**src/rtl/mc_ctrl_pkg.sv**
```systemverilog
// Shared definitions for the multicycle MIPS main control:
// state encodings, opcodes and datapath select constants.
package mc_ctrl_pkg;

  typedef enum logic [3:0] {
    S_FETCH  = 4'd0,
    S_DECODE = 4'd1,
    S_MEMADR = 4'd2,
    S_MEMRD  = 4'd3,
    S_MEMWB  = 4'd4,
    S_MEMWR  = 4'd5,
    S_EXEC   = 4'd6,
    S_ALUWB  = 4'd7,
    S_BRANCH = 4'd8,
    S_JUMP   = 4'd9,
    S_ADDIEX = 4'd10,
    S_ADDIWB = 4'd11
  } state_t;

  localparam logic [5:0] OP_RTYPE = 6'b000000;
  localparam logic [5:0] OP_LW    = 6'b100011;
  localparam logic [5:0] OP_SW    = 6'b101011;
  localparam logic [5:0] OP_BEQ   = 6'b000100;
  localparam logic [5:0] OP_J     = 6'b000010;
  localparam logic [5:0] OP_ADDI  = 6'b001000;

  localparam logic [1:0] ALUOP_ADD   = 2'b00;
  localparam logic [1:0] ALUOP_SUB   = 2'b01;
  localparam logic [1:0] ALUOP_FUNCT = 2'b10;

  localparam logic [1:0] SRCB_REG  = 2'b00;
  localparam logic [1:0] SRCB_FOUR = 2'b01;
  localparam logic [1:0] SRCB_IMM  = 2'b10;
  localparam logic [1:0] SRCB_BOFS = 2'b11;

  localparam logic [1:0] PCSRC_ALU  = 2'b00;
  localparam logic [1:0] PCSRC_OUT  = 2'b01;
  localparam logic [1:0] PCSRC_JUMP = 2'b10;

  typedef struct packed {
    logic       pc_write;
    logic       pc_write_cond;
    logic       iord;
    logic       mem_read;
    logic       mem_write;
    logic       ir_write;
    logic       memtoreg;
    logic       regdst;
    logic       reg_write;
    logic       alusrca;
    logic [1:0] alusrcb;
    logic [1:0] aluop;
    logic [1:0] pcsource;
    logic       illegal;
  } ctrl_t;

  function automatic logic op_known(input logic [5:0] op);
    return (op == OP_RTYPE) || (op == OP_LW) ||
           (op == OP_SW)    || (op == OP_BEQ) ||
           (op == OP_J)     || (op == OP_ADDI);
  endfunction

endpackage

```
**src/rtl/mc_ctrl_outputs.sv**
```systemverilog
// Moore output decoder: state (plus mem_ready in FETCH) to
// datapath controls, with all side effects gated off in reset.
module mc_ctrl_outputs
  import mc_ctrl_pkg::*;
(
  input  logic       rst_n,
  input  logic [3:0] state,
  input  logic       mem_ready,
  input  logic       op_legal,
  output logic       PCWrite,
  output logic       PCWriteCond,
  output logic       IorD,
  output logic       MemRead,
  output logic       MemWrite,
  output logic       IRWrite,
  output logic       MemtoReg,
  output logic       RegDst,
  output logic       RegWrite,
  output logic       ALUSrcA,
  output logic [1:0] ALUSrcB,
  output logic [1:0] ALUOp,
  output logic [1:0] PCSource,
  output logic       illegal_op
);

  ctrl_t c;

  always_comb begin
    c = '0;
    case (state)
      S_FETCH: begin
        c.mem_read = 1'b1;
        c.alusrcb  = SRCB_FOUR;
        c.aluop    = ALUOP_ADD;
        c.pcsource = PCSRC_ALU;
        c.ir_write = mem_ready;
        c.pc_write = mem_ready;
      end
      S_DECODE: begin
        c.alusrcb = SRCB_BOFS;
        c.aluop   = ALUOP_ADD;
        c.illegal = ~op_legal;
      end
      S_MEMADR, S_ADDIEX: begin
        c.alusrca = 1'b1;
        c.alusrcb = SRCB_IMM;
        c.aluop   = ALUOP_ADD;
      end
      S_MEMRD: begin
        c.mem_read = 1'b1;
        c.iord     = 1'b1;
      end
      S_MEMWB: begin
        c.memtoreg  = 1'b1;
        c.reg_write = 1'b1;
      end
      S_MEMWR: begin
        c.mem_write = 1'b1;
        c.iord      = 1'b1;
      end
      S_EXEC: begin
        c.alusrca = 1'b1;
        c.alusrcb = SRCB_REG;
        c.aluop   = ALUOP_FUNCT;
      end
      S_ALUWB: begin
        c.regdst    = 1'b1;
        c.reg_write = 1'b1;
      end
      S_BRANCH: begin
        c.alusrca       = 1'b1;
        c.alusrcb       = SRCB_REG;
        c.aluop         = ALUOP_SUB;
        c.pc_write_cond = 1'b1;
        c.pcsource      = PCSRC_OUT;
      end
      S_JUMP: begin
        c.pc_write = 1'b1;
        c.pcsource = PCSRC_JUMP;
      end
      S_ADDIWB: begin
        c.reg_write = 1'b1;
      end
      default: c = '0;
    endcase
    if (!rst_n) begin
      c.pc_write      = 1'b0;
      c.pc_write_cond = 1'b0;
      c.mem_read      = 1'b0;
      c.mem_write     = 1'b0;
      c.ir_write      = 1'b0;
      c.reg_write     = 1'b0;
      c.illegal       = 1'b0;
    end
  end

  assign PCWrite     = c.pc_write;
  assign PCWriteCond = c.pc_write_cond;
  assign IorD        = c.iord;
  assign MemRead     = c.mem_read;
  assign MemWrite    = c.mem_write;
  assign IRWrite     = c.ir_write;
  assign MemtoReg    = c.memtoreg;
  assign RegDst      = c.regdst;
  assign RegWrite    = c.reg_write;
  assign ALUSrcA     = c.alusrca;
  assign ALUSrcB     = c.alusrcb;
  assign ALUOp       = c.aluop;
  assign PCSource    = c.pcsource;
  assign illegal_op  = c.illegal;

endmodule

```
**src/rtl/mc_main_control.sv**
```systemverilog
// Multicycle MIPS main control: state register and next-state
// logic; output decoding lives in mc_ctrl_outputs.
module mc_main_control
  import mc_ctrl_pkg::*;
(
  input  logic       clk,
  input  logic       rst_n,
  input  logic [5:0] Op,
  input  logic       mem_ready,
  output logic       PCWrite,
  output logic       PCWriteCond,
  output logic       IorD,
  output logic       MemRead,
  output logic       MemWrite,
  output logic       IRWrite,
  output logic       MemtoReg,
  output logic       RegDst,
  output logic       RegWrite,
  output logic       ALUSrcA,
  output logic [1:0] ALUSrcB,
  output logic [1:0] ALUOp,
  output logic [1:0] PCSource,
  output logic       illegal_op,
  output logic [3:0] state
);

  state_t cur, nxt, dec_nxt;
  logic   is_mem, is_r, is_beq, is_j, is_addi;

  assign is_mem  = (Op == OP_LW) || (Op == OP_SW);
  assign is_r    = (Op == OP_RTYPE);
  assign is_beq  = (Op == OP_BEQ);
  assign is_j    = (Op == OP_J);
  assign is_addi = (Op == OP_ADDI);

  always_ff @(posedge clk or negedge rst_n) begin
    if (!rst_n) cur <= S_FETCH;
    else        cur <= nxt;
  end

  always_comb begin
    dec_nxt = S_FETCH;
    unique case (1'b1)
      is_mem:  dec_nxt = S_MEMADR;
      is_r:    dec_nxt = S_EXEC;
      is_beq:  dec_nxt = S_BRANCH;
      is_j:    dec_nxt = S_JUMP;
      is_addi: dec_nxt = S_ADDIEX;
      default: dec_nxt = S_FETCH;
    endcase
  end

  always_comb begin
    nxt = S_FETCH;
    case (cur)
      S_FETCH:  nxt = mem_ready ? S_DECODE : S_FETCH;
      S_DECODE: nxt = dec_nxt;
      S_MEMADR: nxt = (Op == OP_SW) ? S_MEMWR : S_MEMRD;
      S_MEMRD:  nxt = mem_ready ? S_MEMWB : S_MEMRD;
      S_MEMWB:  nxt = S_FETCH;
      S_MEMWR:  nxt = mem_ready ? S_FETCH : S_MEMWR;
      S_EXEC:   nxt = S_ALUWB;
      S_ALUWB:  nxt = S_FETCH;
      S_BRANCH: nxt = S_FETCH;
      S_JUMP:   nxt = S_FETCH;
      S_ADDIEX: nxt = S_ADDIWB;
      S_ADDIWB: nxt = S_FETCH;
      default:  nxt = S_FETCH;
    endcase
  end

  assign state = cur;

  mc_ctrl_outputs u_out (
    .rst_n       (rst_n),
    .state       (cur),
    .mem_ready   (mem_ready),
    .op_legal    (op_known(Op)),
    .PCWrite     (PCWrite),
    .PCWriteCond (PCWriteCond),
    .IorD        (IorD),
    .MemRead     (MemRead),
    .MemWrite    (MemWrite),
    .IRWrite     (IRWrite),
    .MemtoReg    (MemtoReg),
    .RegDst      (RegDst),
    .RegWrite    (RegWrite),
    .ALUSrcA     (ALUSrcA),
    .ALUSrcB     (ALUSrcB),
    .ALUOp       (ALUOp),
    .PCSource    (PCSource),
    .illegal_op  (illegal_op)
  );

endmodule

```
**config.mk**
```make
export PLATFORM = sky130hd
export DESIGN_NAME = mc_main_control
export DESIGN_NICKNAME = d
export VERILOG_FILES = /design/src/rtl/mc_ctrl_pkg.sv /design/src/rtl/mc_ctrl_outputs.sv /design/src/rtl/mc_main_control.sv
export SDC_FILE = /design/constraint.sdc
export NUM_CORES = 1
export LEC_CHECK = 0
export CELL_PAD_IN_SITES_DETAIL_PLACEMENT = 1
export CELL_PAD_IN_SITES_GLOBAL_PLACEMENT = 1
export CORE_MARGIN = 1.5
export CORE_UTILIZATION = 23
export DETAILED_ROUTE_END_ITERATION = 8
export PLACE_DENSITY_LB_ADDON = 0.3
export SETUP_SLACK_MARGIN = 0.15
export SYNTH_ARGS = -nofsm -noshare
export SYNTH_HDL_FRONTEND = slang
export SYNTH_SLANG_ARGS = --single-unit
```
**constraint.sdc**
```tcl
create_clock -name clk -period 1.7 [get_ports clk]
set_clock_uncertainty 0.15 [all_clocks]
set_input_delay 0.17 -clock clk [delete_from_list [all_inputs] [get_ports clk]]
set_output_delay 0.17 -clock clk [all_outputs]
set_load 0.1 [all_outputs]
```
==> results of run 1 <==
## kinds of logic after synthesis
logic type / after synthesis / share of synthesized area [%]
and+or+nand+nor: 43 / 49.77
buffers and inverters: 8 / 6.880
DFF: 4 / 18.35
xor gates and xnor gates: 3 / 4.817
AOI/OAI and AO/OA: 16 / 20.19
## Yosys cell counts, drive strengths merged (2+ instances only)
library cell	number	area, sq um
or4b	2	23.77
nor4	3	18.77
nor3	6	30.03
nor3b	4	30.03
nand2	2	7.510
nor4b	2	17.52
xnor2	2	17.52
a21oi	2	10.01
nand3	2	10.01
nor2	8	30.03
o221ai	2	17.52
nand2b	5	31.28
or3	2	12.51
o21ai	4	20.02
nor4bb	2	20.02
clkbuf	6	22.52
a211oi	3	22.52
dfrtp	4	100.1
## stage by stage
stage          utilization [%]  cell area [sq um]
3_3_place_gp             70.87               1583
2_1_floorplan                -              908.4
3_5_place_dp             70.87               1583
==> key figures, run 1 <==
Clocking
  • Longest Clk Path Bufs: 2
  • Post-CTS Setup Bufs: 10
  • Sink Count: 4
  • Resize count post-CTS: 35
  • CTS Root Buffer Type: clkbuf_4
  • Post-CTS Hold Buffers: 0
  • H-tree depth: 1
  • Number of buffers created by CTS: 3

Placed design
  • RePlAce Congestion: 0.9023
  • Pre-CTS WS: -0.3571 ns
  • DPL Wire Length: 2.504 mm
  • Placed insts: 157
  • Port Buffer Count: 29

Logic synthesis
  • Mapped Area: 545.5 sq um
  • Synthesis warning total: 0
  • Main synth FF type: dfrtp_1
  • Post-synth cell types: 32
  • EDFF count, synth: 0
  • Syn Inst Count: 74
  • Syn_area_per_cell: 7.372 sq um
  • Post-synthesis sequential area ratio: 18.35%
  • Asr flop ratio synth: 100.0%
  • Net Count, Synth: 83
  • Count of state elements after synthesis: 4

Floorplanning
  • Die X: 51.70 um
  • Initial Util: 24.43%
  • I/O pins: 30
  • Row count: 17
  • Die Y: 51.70 um

Outcome
  • Fail Step: clock tree synthesis
  • Status: aborted with a tool error
  • Tool Error: [ERROR DPL-0033] detailed placement checks failed during check placement.
==> run 2: changes to the inputs <==
Settings changed: CELL_PAD_IN_SITES_DETAIL_PLACEMENT 1 to not set, CELL_PAD_IN_SITES_GLOBAL_PLACEMENT 1 to not set, CORE_AREA set to 2 2 63 65, CORE_MARGIN 1.5 to not set, CORE_UTILIZATION 23 to not set, DIE_AREA set to 0 0 65 67, PLACE_DENSITY_LB_ADDON 0.3 to 0.15, SETUP_SLACK_MARGIN 0.15 to not set.
Clock period 1.7 ns to 2.2 ns, I/O delays scaled along.
==> key figures, run 2 <==
Floorplanning
  • Row count: 22 (+5)
  • Initial Util: 15.13% (-9.3 points)
  • Die Y: 67 um (+30%)
  • Die X: 65 um (+26%)
  • Core box area: 3606 sq um
  • Die area: 4355 sq um
  • I/O pins: 30 (unchanged)

Clocking
  • CTS tree: yes
  • Sink Count: 4 (unchanged)
  • Number of buffers created by CTS: 3 (unchanged)
  • CTS Root Buffer Type: clkbuf_8
  • Worst skew pair latency: 0.21 ns
  • Longest Clk Path Bufs: 2 (unchanged)
  • Clk pin slew, worst setup/hold paths: 0.03 ns
  • Resize count post-CTS: 0 (-100%)
  • H-tree depth: 1 (unchanged)

Worst setup path
  • Crit start category: input port
  • Crit Path Class: in2out
  • Slowest-stage cell, CP: clkdlybuf4s50_1
  • Req. time, crit path: 1.83 ns
  • Flop-to-flop setup slack: 0.28 ns
  • Cells on worst reg2reg path: 3
  • CP endpoint kind: output pin
  • RR Startpoint: state[2]$_DFF_PN0_
  • Buffer and inverter count on the worst path: 3
  • Worst path top cell family by delay: simple AND/OR/NAND/NOR gates
  • Worst path cell trace: clkdlybuf4s50_1 > inv_1 > or3_4 > nor4bb_4 > buf_12
  • Reg2reg end: state[1]$_DFF_PN0_
  • CP Max Fanout: 3
  • Arr. time, crit path: 1.75 ns
  • Largest stage delay, worst path: 0.48 ns

STA
  • Slew Limit Headroom: 68.17%
  • Final Hold Fails: 0
  • Setup TNS: 0 ns
  • Final setup viols: 0
  • Max Clk Rate: 0.4714 GHz
  • Worst Max-Slew Pin Slew: 0.4654 ns
  • Fin crit share: 96.42%
  • RSZ-0062 raised after global routing: no
  • Max-slew violation count: 0
  • Post-route minimum period: 2.121 ns

Final layout
  • Final instance area: 1384 sq um
  • Commonest non-fill, non-tap cell in the layout: buf_12
  • Most frequent cells in the layout: buf_12 (19), buf_4 (12), clkdlybuf4s50_1 (8)
  • Max reg flops: 4
  • Ant diodes: 0
  • Post-layout net count: 120
  • Area Overhead vs Synth: 153.7%
  • Share of post-route cells with drive strength above 1: 56.88%

Drt
  • Vias/cell: 4.567
  • Drc violations: 0
  • Remaining antenna violation count: 0
  • Metal2 WL: 960 um
  • Met1 wire length: 824 um
  • Routed wire per std cell: 12.43 um
  • Drt total wl: 1.952 mm
  • Routed via count: 717
  • 1st-iter DRT viols: 7
  • Met3 wire length: 140 um
  • Max layer used: met4
  • First-pass iteration count of the detailed router: 4

Global route
  • Largest net degree at the start of global routing: 15
  • Vias in the first global route: 704
  • Global-route wire length before repair: 3.222 mm
  • Initial antenna violation count: 0
  • Global Route Usage Sum: 9.486%
  • Total gr overflow: 0

Hold path
  • Hold WC Path Type: in2async

Pwr
  • Gate power share: 84.8%
  • Internal: 0.0008658 W
  • Sw Pwr: 0.001227 W
  • Power per cell area: 1512 nW/um^2
  • Sw Share: 58.62%
  • Worst IR Drop VDD: 0.4645 mV
  • Leakage: 0.4894 nW
  • Clock Power Share: 7.3%
  • Sequential power share: 7.9%

Logic synthesis
  • Post-synth cell types: 32 (unchanged)
  • EDFF count, synth: 0 (unchanged)
  • Most used standard cell by instance count after synthesis: nor2_1
  • Post-synthesis sequential area ratio: 18.35% (unchanged)
  • Count of state elements after synthesis: 4 (unchanged)
  • Mapped Area: 545.5 sq um (unchanged)
  • Main synth FF type: dfrtp_1
  • Commonest cells in the netlist: nor2_1 (8), clkbuf_1 (6), nor3_1 (6), nand2b_1 (5)
  • Synthesis warning total: 0 (unchanged)
  • Syn Inst Count: 74 (unchanged)
  • Asr flop ratio synth: 100.0% (unchanged)
  • Top cell type's share of synthesized area: 18.35% (unchanged)
  • Largest cells by area after synthesis: dfrtp_1 (18%), nand2b_1 (5.7%), nor3_1 (5.5%), nor2_1 (5.5%), nor3b_1 (5.5%)
  • Syn_area_per_cell: 7.372 sq um (unchanged)
  • Net Count, Synth: 83 (unchanged)
  • Synth area leader: dfrtp_1

Run
  • Max-cap viol count: 0

Placed design
  • DPL Wire Length: 1.621 mm (-35%)
  • Port Buffer Count: 29 (unchanged)
  • RePlAce Congestion: 0.8418 (-6.7%)
  • DP Area: 1343 sq um (-15%)

Outcome
  • Status: complete, no violations
run 2: cell counts after synthesis:
Identical to the previous run, type by type.
run 2: what timing repair did:
action,CTS,global route
hold buffers,0,0
setup buffers,0,0
endpoints found under the setup margin,0,1
run 2: cell type report:
class / count / area [sq um]
clock buffer: 3 / 41.29
fill: 354 / 2222
inverter: 1 / 3.754
multi-input combinational: 62 / 613.1
sequential: 4 / 115.1
tap: 48 / 60.06
timing repair buffer: 39 / 550.5
run 2: worst reg2reg max path: stages (launching register included):
cell and delay [ns]:
dfrtp_4 0.52, or4b_4 0.52, a2111oi_0 0.48, a221o_1 0.18
run 2: logic make-up (layout without fill, tap and decap cells):
family / after synthesis / after routing / synth area share, %
flip-flops: 4 / 4 / 18.35
AND/OR/NAND/NOR: 43 / 43 / 49.77
XOR/XNOR: 3 / 3 / 4.817
AO/OA/AOI/OAI: 16 / 16 / 20.19
buffers and inverters: 8 / 43 / 6.880
run 2: worst max path at each step:
stage | endpoint | depth (start not counted) | slack (ns) | start
after global routing | illegal_op | 5 | 0.002 | Op[5]
final | illegal_op | 5 | 0.08 | rst_n
after floorplan | illegal_op | 3 | -0.49 | state[2]$_DFF_PN0_
after CTS | illegal_op | 5 | 0.07 | rst_n
after global placement | illegal_op | 5 | 0.1 | rst_n
after detailed placement | illegal_op | 5 | 0.07 | rst_n
run 2: metrics by stage:
stage / utilization, % / setup WS (ns) / hold WS (ns) / cells / total power (W)
finish: 38.38 / 0.07872 / 0.1669 / 157 / 0.002092
floorplan: - / -0.4923 / -0.2256 / 74 / 0.001477
global route: 38.38 / 0.001536 / 0.1650 / 157 / 0.002174
global placement: 37.23 / 0.09513 / 0.3835 / 154 / 0.001950
CTS: 38.38 / 0.06547 / 0.1617 / 157 / 0.002110
detailed placement: 37.23 / 0.06548 / 0.3905 / 154 / 0.001950
run 2: metal layers:
layer  GRT usage [%]  vias up
met1           11.84      332
met5               0        -
met4           5.319        0
met3           1.014        4
li1                -      358
met2           15.85       23
run 2: power groups by stage:
stage	Combinational, W	Sequential, W	Clock (W)
2_1_floorplan	0.00118	0.000299	0
3_3_place_gp	0.00178	0.000167	0
3_5_place_dp	0.00178	0.000168	0
4_1_cts	0.00179	0.000166	0.000157
5_1_grt	0.00184	0.000172	0.000162
6_report	0.00177	0.000165	0.000153
Note: power is estimated with default switching activity, not from simulation.
==> run 3: changes to the inputs <==
Clock period 2.2 ns to 2.73 ns, I/O delays scaled along.
==> key figures, run 3 (synthesis gave the netlist of run 2 again) <==
Clocking
  • H-tree depth: 1 (unchanged)
  • Post-CTS Setup Bufs: 0 (unchanged)
  • CTS tree: yes
  • Post-CTS Hold Buffers: 0 (unchanged)
  • Longest Clk Path Bufs: 2 (unchanged)
  • Clk pin slew, worst setup/hold paths: 0.03 ns (about the same)
  • CTS Root Buffer Type: clkbuf_8
  • Number of buffers created by CTS: 3 (unchanged)
  • Sink Count: 4 (unchanged)
  • Worst skew pair latency: 0.22 ns (about the same)
  • Resize count post-CTS: 0 (unchanged)

Drt
  • Metal2 WL: 833 um (-13%)
  • Met3 wire length: 114 um (-19%)
  • Max layer used: met4
  • Vias/cell: 4.547 (-0.43%)
  • Met1 wire length: 922 um (+12%)
  • 1st-iter DRT viols: 9 (+2)
  • Drt total wl: 1.902 mm (-2.6%)
  • Routed via count: 673 (-6.1%)
  • Drc violations: 0 (unchanged)
  • First-pass iteration count of the detailed router: 4 (unchanged)
  • Remaining antenna violation count: 0 (unchanged)
  • Routed wire per std cell: 12.85 um (+3.4%)

Floorplanning
  • Core box area: 3606 sq um (unchanged)
  • Die area: 4355 sq um (unchanged)
  • Row count: 22 (unchanged)
  • Die Y: 67 um (unchanged)
  • Die X: 65 um (unchanged)
  • Initial Util: 15.13% (unchanged)
  • I/O pins: 30 (unchanged)

Final layout
  • Final instance area: 1141 sq um (-18%)
  • Post-layout net count: 111 (-7.5%)
  • Most frequent cells in the layout: buf_4 (14), clkdlybuf4s50_1 (8), buf_12 (8)
  • Commonest non-fill, non-tap cell in the layout: buf_4
  • Share of post-route cells with drive strength above 1: 50.00% (-6.9 points)
  • Ant diodes: 0 (unchanged)
  • Area Overhead vs Synth: 109.2%
  • Max reg flops: 4 (unchanged)

Worst setup path
  • Slowest-stage cell, CP: clkdlybuf4s50_1
  • Buffer and inverter count on the worst path: 3 (unchanged)
  • Crit start category: input port
  • RR Startpoint: state[1]$_DFF_PN0_
  • Crit. path cell count: 5 (unchanged)
  • Reg2reg end: state[0]$_DFF_PN0_
  • Worst Setup EP: illegal_op
  • Flop-to-flop setup slack: 0.61 ns (+0.33 ns)
  • Worst path top cell family by delay: buffers and inverters
  • Arr. time, crit path: 1.89 ns (+0.14 ns)
  • Cells on worst reg2reg path: 3 (unchanged)
  • CP endpoint kind: output pin
  • Largest stage delay, worst path: 0.48 ns (about the same)
  • Worst path cell trace: clkdlybuf4s50_1 > inv_1 > or3_4 > nor4bb_4 > buf_12
  • CP Max Fanout: 4 (+1)
  • Crit Path Class: in2out
  • Req. time, crit path: 2.31 ns (+0.48 ns)
  • Critical Path Start: rst_n

STA
  • Post-route minimum period: 2.315 ns
  • Worst Max-Slew Pin Slew: 0.5702 ns (+0.1048 ns)
  • RSZ-0062 raised after global routing: no
  • Slew Limit Headroom: 61.98% (-6.2 points)
  • Worst hold margin: 0.2143 ns (+0.04744 ns)
  • Max Clk Rate: 0.4320 GHz
  • Max-slew violation count: 0 (unchanged)
  • Final setup viols: 0 (unchanged)
  • Final Hold Fails: 0 (unchanged)
  • Fin crit share: 84.78%

Placed design
  • DPL Wire Length: 1.443 mm (-11%)
  • Port Buffer Count: 29 (unchanged)
  • RePlAce Congestion: 0.7305 (-13%)
  • DP Area: 1100 sq um (-18%)

Hold path
  • Hold WC Path Type: in2async

Global route
  • Largest net degree at the start of global routing: 24 (+9)
  • Vias in the first global route: 638 (-9.4%)
  • Global-route wire length before repair: 3.139 mm (-2.6%)
  • Initial antenna violation count: 0 (unchanged)
  • Total gr overflow: 0 (unchanged)
  • Global Route Usage Sum: 9.486% (unchanged)

Outcome
  • Status: complete, no violations

Run
  • Max-cap viol count: 0 (unchanged)
## run 3: cell count changes in the layout (fill, tap and decap cells not counted), moves of 2 or more
cell and delta:
dfrtp_4 -2, buf_4 +2, dfrtp_2 +2, buf_12 -11
nor2_2 +2, nor2_4 -3
## run 3: worst min-delay path by stage
stage           from            endpoint  slack [ns]  cells past startpoint
2_1_floorplan  rst_n  state[1]$_DFF_PN0_       -0.17                      0
3_3_place_gp   rst_n  state[2]$_DFF_PN0_        0.44                      2
3_5_place_dp   rst_n  state[0]$_DFF_PN0_        0.44                      2
4_1_cts        rst_n  state[2]$_DFF_PN0_        0.21                      2
5_1_grt        rst_n  state[2]$_DFF_PN0_        0.24                      2
6_report       rst_n  state[3]$_DFF_PN0_        0.21                      2
## run 3: per-layer routing
metal | up-vias | GRT usage, %
met5 | - | 0
met3 | 4 | 1.858
met4 | 0 | 4.787
met1 | 309 | 13.16
li1 | 336 | -
met2 | 24 | 13.79
## run 3: final cells by class
class	instances	area (sq um)
inverter	1	3.754
timing repair buffer	30	345.3
multi-input combinational	62	580.6
clock buffer	3	41.29
fill	388	2465
sequential	4	110.1
tap	48	60.06
## run 3: worst register-to-register path, cell delays in order, from the launching register on
cell      delay, ns
dfrtp_2        0.60
or4b_4         0.64
or4_4          0.43
o221ai_1       0.20
## run 3: stage by stage
| step | TNS (ns) | setup WS [ns] | cells | utilization (%) |
|---|---|---|---|---|
| 6_report | 0 | 0.4154 | 148 | 31.64 |
| 5_1_grt | 0 | 0.3293 | 148 | 31.64 |
| 4_1_cts | 0 | 0.4066 | 148 | 31.64 |
| 3_5_place_dp | 0 | 0.4066 | 145 | 30.50 |
| 3_3_place_gp | 0 | 0.4179 | 145 | 30.50 |
| 2_1_floorplan | -0.02050 | -0.01542 | 74 | - |
Power of run 3 is left out: the tool's default activity adds up to more than one toggle a clock period on the data nets, which glitch-free logic cannot reach.
